===== src/rtl/room_temperature_model_step_timer.sv =====
// Free-running step counter: synchronous clear, hold-at-zero, terminal-count strobe.
module step_timer (
   input  logic       clk,
   input  logic       rst_n,
   input  logic       clear_i,
   input  logic       hold_i,
   input  logic [7:0] period_i,
   output logic       tc_o
);

   logic [7:0] cnt_q;
   logic [7:0] cnt_d;
   logic       tc_s;

   // Clear and hold both force zero; terminal count wraps and strobes.
   always_comb begin
      cnt_d = cnt_q;
      tc_s  = 1'b0;
      if (clear_i || hold_i) begin
         cnt_d = 8'd0;
      end else if (cnt_q == (period_i - 8'd1)) begin
         cnt_d = 8'd0;
         tc_s  = 1'b1;
      end else begin
         cnt_d = cnt_q + 8'd1;
      end
   end

   assign tc_o = tc_s;

   // Counter register.
   always_ff @(posedge clk or negedge rst_n) begin
      if (!rst_n) begin
         cnt_q <= 8'd0;
      end else begin
         cnt_q <= cnt_d;
      end
   end

endmodule


===== config.mk =====
export PLATFORM = sky130hd
export DESIGN_NAME = step_timer
export DESIGN_NICKNAME = d
export VERILOG_FILES = /design/src/rtl/room_temperature_model_step_timer.sv
export SDC_FILE = /design/constraint.sdc
export NUM_CORES = 1
export LEC_CHECK = 0
export CAP_MARGIN = 20
export CORE_MARGIN = 10
export CORE_UTILIZATION = 45
export CTS_CLUSTER_DIAMETER = 30
export DETAILED_ROUTE_END_ITERATION = 10
export GPL_TIMING_DRIVEN = 0
export PLACE_DENSITY_LB_ADDON = 0.15
export SETUP_SLACK_MARGIN = 0.4
export SKIP_CTS_REPAIR_TIMING = 1
export SLEW_MARGIN = 20
export SYNTH_ARGS = -nofsm -noshare
export SYNTH_HDL_FRONTEND = slang
export SYNTH_SLANG_ARGS = --single-unit

===== constraint.sdc =====
create_clock -name clk -period 2.39 [get_ports clk]
set_input_delay 0.478 -clock clk [delete_from_list [all_inputs] [get_ports clk]]
set_output_delay 0.478 -clock clk [all_outputs]
set_load 0.02 [all_outputs]

After elaboration in Yosys (flattened, before gate mapping)

Cells that the tools add are included.

Register bits after elaboration: 8
Input bits: 12

Add/subtract/negate cells: 2
Equal/unequal tests: 1
Mux-type cells: 4
Reduce and logical (&&, ||, !) cells: 1

Operators by type and width:

| cell                  | count |
|---|---|
| $mux W8               | 2 |
| $add A8 B1 Y8 const B | 1 |
| $eq A8 B8 Y1          | 1 |
| $sub A8 B1 Y8 const B | 1 |
| $mux W1               | 2 |
| $logic_or A1 B1 Y1    | 1 |

Longest topological paths before layout

Gate-level depths: netlist of the first run.

Depth in word-level cells: 4
Depth in mapped cells: 7
Depth with buffers taken out: 7

Worst setup path after synthesis of the first run

Ideal clock, no wire load.

Kind: input to output
From: in period_i[0]
To: out tc_o
Arrival time: 2176 ps
Required time: 1912 ps
Slack: -264 ps
Stages: 7
Buffers on the path: 0
Path through: inv_1 ha_1 xnor2_1 a311o_1 a211o_1 a211o_1 nor4_2

Cells in the longest elaborated chain, start to end: 4

Ends and longest elaborated chain:

| what            | RTL line | RTL |
|---|---|---|
| start, declared | 7        | `input logic [7:0] period_i,` |
| $sub A8 B1 Y8   | 21       | `end else if (cnt_q == (period_i - 8'd1)) begin` |
| $eq A8 B8 Y1    | 21       |  |
| $mux W1         | 21       |  |
| $mux W1         | 19       | `if (clear_i \|\| hold_i) begin` |
| end, declared   | 8        | `output logic tc_o` |

No other way between the ends.

Worst setup path in the final report of the first run

From: in period_i[1]
To: out tc_o

Same word-level chain as after synthesis.

==> results of run 1 <==
==> layout make-up <==
type,instances,area [um^2]
fillers,130,480.5
inverters,5,38.79
multi-input cells,61,549.3
plain buffers,2,7.507
well taps,16,20.02
repair buffers,15,168.9
clock buffers,3,22.52
flip-flops and latches,8,201.4
==> routing by layer <==
| layer | vias to the layer above | GRT usage |
|---|---|---|
| met1 | 312 | 0.1084 |
| li1 | 325 | - |
| met3 | 4 | 0.03433 |
| met2 | 11 | 0.1798 |
| met5 | - | 0 |
| met4 | 0 | 0.05769 |
==> Yosys cell counts <==
master     count  area, um^2
a221o_1        1       10.01
o21ai_1        1       5.000
and4b_1        1       10.01
a31oi_1        1       6.260
nor3_1         2       10.01
and3_1         2       12.51
xnor2_1       10       87.58
dfrtp_1        8       200.2
a211o_1        3       26.28
buf_1          2       7.510
or2_2          1       6.260
nand3b_1       1       7.510
xor2_1         4       35.03
a2bb2oi_1      1       8.760
or4_1          1       7.510
o211ai_1       1       7.510
nor4b_1        1       8.760
mux2i_1        2       20.02
ha_1           2       25.02
nor2_1         2       7.510
a2111oi_4      1       27.53
nand2_1        1       3.750
nand2b_1       1       6.260
inv_1          5       18.77
a311o_1        1       10.01
o21ai_0        1       5.000
and2_1         1       6.260
nand3_1        4       20.02
o311ai_1       1       8.760
nor4_1         8       50.05
nor2b_1        3       18.77
nor4_2         1       12.51
o22ai_1        1       6.260
==> stage by stage <==
stage	util	setup TNS, ns	instances	total power (W)
2_1_floorplan	-	-0.05784	76	0.0001870
3_3_place_gp	0.5832	-5.199	102	0.0002192
3_5_place_dp	0.5832	-5.477	102	0.0002209
4_1_cts	0.5983	-3.408	105	0.0003223
5_1_grt	0.6773	-0.3087	110	0.0003485
6_report	0.6773	-0.2476	110	0.0003293
==> worst reg2reg max path, cell delays in order (launching register included) <==
cell       delay [ns]
dfrtp_2          0.41
or4_1            0.50
mux2i_1          0.18
o21ai_2          0.12
a2111oi_4        0.31
buf_6            0.18
nor4_1           0.06
==> cells by family after synthesis <==
kind of cell | count (synthesis) | share of synthesized area
and+or+nand+nor | 30 | 0.2669
xor gates and xnor gates | 14 | 0.1744
AOI/OAI and AO/OA | 13 | 0.1726
DFF | 8 | 0.2847
buffers and inverters | 7 | 0.03737
muxes | 2 | 0.02847
adders and majority gates | 2 | 0.03558
==> path summary, 6_finish.rpt <==
kind | end
hold reg to reg | cnt_q[0]
setup reg to reg | cnt_q[6]
min in group clk | cnt_q[0]
hold / removal | cnt_q[0]
max in group asynchronous | cnt_q[6]
setup / recovery | tc_o
==> power by group <==
group          switching [W]  internal, W
logic              0.0000456    0.0000467
clock network      0.0000407    0.0000571
registers         0.00000187     0.000137
==> flow_summary.toml, run 1 <==
[finish]
final_cell_mix = "xnor2_1 (9), nor4_1 (7), dfrtp_1 (7)"
area_growth_pct = 43.42
layout.nets = 110
regMostFlops = "cnt_q"
drive_above_1_share = 0.2660
largest_reg_flops = 8
mostFrequentLayoutCell = "xnor2_1"
reg_top3 = "cnt_q (8)"
final_area_mm2 = 0.001008
n_antenna_cell = 0

[detailed_routing]
drc = 0
vias_per_cell = 5.927
avgRoutedWirePerCell_um = 15.99
met3_length_um = 117
dr.pass1.iters = 4
ant_nets = 0
wl_um = 1759
highest_layer = "met4"
wl_met1_um = 707
dr_wl_met2_um = 910
drt-initial-drc-count = 4
via_count = 652

[timing]
rsz0062_at_grt = "yes"
fin_crit_sh = 1.104
fmax_mhz = 379.1
hold_viol_final = 0
worst_pin_slew_ns = 0.4770
drv_slew = 0
fin_crit_ns = 2.638
finClkSkew_ns = 0.002467
timing.slew.headroom = 0.6820
fin_hold_ws_ns = 0.4970
setup-violations-final = 1
layout_setup_ws_ns = -0.2476

[clock_tree]
worst_skew_pair.late_latency_ns = 0.25
h-tree-depth = 1
clock-sinks = 8
cts_buffer_depth = 2
path_clk_slew_ns = 0.05
cts_buffers = 3
cts_tree = "done"
root_buffer = "clkbuf_4"

[place]
post-place-ws_ns = -1.371
gp_congestion = 0.8222
hpwl_um = 1381
dpl_cell_area_um2 = 868.3
port_buffers = 10

[critical_path]
worst_path_largest_cell_delay_ns = 0.30
crit_start = "period_i[1]"
cp-end-kind = "output pin"
ff2ff_path_depth = 6
crit_fanout = 5
cp-start-kind = "input port"
crit_buf_inv = 3
crit_path_cell_trace = "buf_12 > inv_12 > ha_4 > xnor2_1 > a311o_1 > a211o_1 > a211o_1 > nor4_4 > buf_4"
cp_top_family = "compound AO/OA/AOI/OAI gates"
required_ns = 1.91
crit_slowest_cell = "a211o_1"
path_class = "in2out"
crit_arrival_ns = 2.16
regToRegSetupSlack_ns = 0.50
worst_path_most_repeated_cell = "a211o_1"
cp.depth = 9
timing.rr.start = "cnt_q[6]"

[floorplan]
ios = 13
die_w_um = 59.53
num_rows = 14
coreArea_mm2 = 0.001489
die_y_um = 59.53
dieArea_mm2 = 0.003544
start_util = 0.4723

[run]
maxCapViolCount = 0

[status]
outcome = "finished, violations left"
failed_checks = "negative setup slack"

[global_routing]
grt_pass1_wl_um = 2863
grt_pass1_vias = 641
grt_max_degree = 10
grt_usage = 0.1045
grt_antenna_before_repair = 0
grt_overflow = 0

[synth]
synth_cell_types = 33
synth_warnings = 0
ys_seq_area_frac = 0.2847
synth-seq-cells = 8
syn_area_um2 = 703.2
synth_fp_nets = 90
syn_area_per_cell_um2 = 9.252
syn_inst = 76

[power]
leakagePower_nw = 0.4140
power.density_mw_per_mm2 = 326.5
ir_drop_mv = 0.2670

[hold_path]
hold_class = "in2async"
Power figures use the tool's default switching activity.
==> run 2: changes to the inputs <==
CAP_MARGIN = 10   (was 20)
SLEW_MARGIN = 15   (was 20)
==> results of run 2 <==
The final DEF is identical to that of run 1; final timing and power are the same.
==> run 3: changes to the inputs <==
CTS_BUF_LIST = sky130_fd_sc_hd__clkbuf_16   (was not set)
GPL_TIMING_DRIVEN = not set   (was 0)
==> run 3 against run 2 <==
Against the previous run:
- the flow still finishes with violations (negative setup slack)
- die area is the same
- cell count grew 21%
- first-iteration DRC count grew to 3.3 times the previous value
- clock power rose to 2.9 times the previous value
- maximum frequency shrank 0.39%
- critical endpoint unchanged
- via count up 16%
- register-to-register slack worse by 0.31 ns
- sequential share of layout area fell by 5.1 points
- count of clock-buffer cells in the layout did not move
- largest cell class unchanged
- critical path depth fell by 2
- cell area up 33%
- core utilization is 22 points higher
==> flow_summary.toml, run 3 (synthesized netlist as in run 1, its figures left out) <==
[detailed_routing]
dr.pass1.iters = 4
avgRoutedWirePerCell_um = 16.26
ant_nets = 0
drc = 0
wl_um = 2162
vias_per_cell = 5.677
drt-initial-drc-count = 13
via_count = 755

[critical_path]
worst_path_largest_cell_delay_ns = 0.44
crit_fanout = 2
crit_start = "period_i[5]"
crit_slowest_cell = "clkdlybuf4s50_1"
cp_top_family = "buffers and inverters"
required_ns = 1.91
worst_path_most_repeated_cell = "buf_4"
path_class = "in2out"
cp-start-kind = "input port"
crit_path_cell_trace = "clkdlybuf4s50_1 > buf_4 > nor3_1 > mux2i_1 > a211o_1 > nor4_4 > buf_4"
cp-end-kind = "output pin"
crit_arrival_ns = 2.17
crit_buf_inv = 3
timing.rr.start = "cnt_q[6]"

[floorplan]
dieArea_mm2 = 0.003544
ios = 13
die_w_um = 59.53
coreArea_mm2 = 0.001489
die_y_um = 59.53
num_rows = 14
start_util = 0.4723

[timing]
drv_slew = 0
finClkSkew_ns = 0.0007573
rsz0062_at_grt = "yes"
setup-violations-final = 1
layout_setup_ws_ns = -0.2580
worst_pin_slew_ns = 0.3603
fin_crit_ns = 2.648
fmax_mhz = 377.6
timing.slew.headroom = 0.7590
hold_viol_final = 0
fin_crit_sh = 1.108
fin_hold_ws_ns = 0.5237

[finish]
final_cell_mix = "buf_4 (26), xnor2_1 (9), dfrtp_1 (8)"
area_growth_pct = 90.93
regArea_um2 = 200.2
largest_reg_flops = 8
fin_util = 0.9017
drive_above_1_share = 0.4615
mostFrequentLayoutCell = "buf_4"
multi_input_area_um2 = 641.9
n_antenna_cell = 0
layout.nets = 133
regMostFlops = "cnt_q"
fill_cells = 64
reg_top3 = "cnt_q (8)"

[place]
gp_congestion = 0.8488
port_buffers = 12
post-place-ws_ns = -1.250
hpwl_um = 1496

[power]
clockPowerShare = 0.515
ir_drop_mv = 0.6300
switchingPower_w = 0.0001249
leakagePower_nw = 0.5540
swShare = 0.2285
power.density_mw_per_mm2 = 407.3
pwr-share-seq = 0.254
p_comb_frac = 0.230
p_int_w = 0.0004219

[clock_tree]
worst_skew_pair.late_latency_ns = 0.23
cts_tree = "done"
h-tree-depth = 1
cts_buffer_depth = 2
root_buffer = "clkbuf_16"
clock-sinks = 8
cts_buffers = 3
path_clk_slew_ns = 0.04

[global_routing]
grt_antenna_before_repair = 0
grt_pass1_vias = 708
grtUsageMet1 = 0.1302
met2_usage = 0.1738
met3_usage = 0.03863
grt_max_degree = 9
top_usage_layer = "met2"
grt_pass1_wl_um = 3091
grt_usage = 0.1126
grt_overflow = 0

[run]
maxCapViolCount = 0

[status]
failed_checks = "negative setup slack"
outcome = "finished, violations left"

[hold_path]
hold_class = "in2async"
-- run 3: routing by layer --
layer / vias up / wire length (um)
met5: - / 0
met4: 0 / 45
met3: 5 / 158
met2: 24 / 1061
met1: 352 / 897
li1: 374 / -
-- run 3: final timing paths --
| path | endpoint | cells after the start | slack (ns) |
|---|---|---|---|
| max in group asynchronous | cnt_q[3] | 1 | 1.60 |
| worst min register to register | cnt_q[0] | 2 | 0.58 |
| worst min-delay path | cnt_q[0] | 1 | 0.52 |
| worst max register to register | cnt_q[6] | 8 | 0.19 |
| worst max-delay path | tc_o | 7 | -0.26 |
| min in group clk | cnt_q[0] | 2 | 0.58 |
-- run 3: cell type report --
cell class              count  area share
flip-flops and latches      8      0.1491
multi-input cells          61      0.4781
well taps                  16     0.01491
inverters                   5     0.02889
repair buffers             40      0.2731
clock buffers               3     0.05592
-- run 3: through the flow --
stage	cells	power (W)	area [um^2]	setup TNS, ns
6_report	133	0.0005468	1343	-0.2580
5_1_grt	133	0.0005669	1343	-0.2954
4_1_cts	132	0.0005282	1159	-3.051
3_5_place_dp	129	0.0002465	1084	-4.847
3_3_place_gp	129	0.0002453	1084	-4.723
2_1_floorplan	76	0.0001870	748.2	-0.05784
-- run 3: power groups by stage --
stage	Combinational (W)	Clock, W	Sequential, W
CTS	0.000106	0.000283	0.000139
floorplan	0.0000460	0	0.000141
global placement	0.000104	0	0.000141
finish	0.000126	0.000282	0.000139
global route	0.000134	0.000294	0.000139
detailed placement	0.000106	0	0.000141
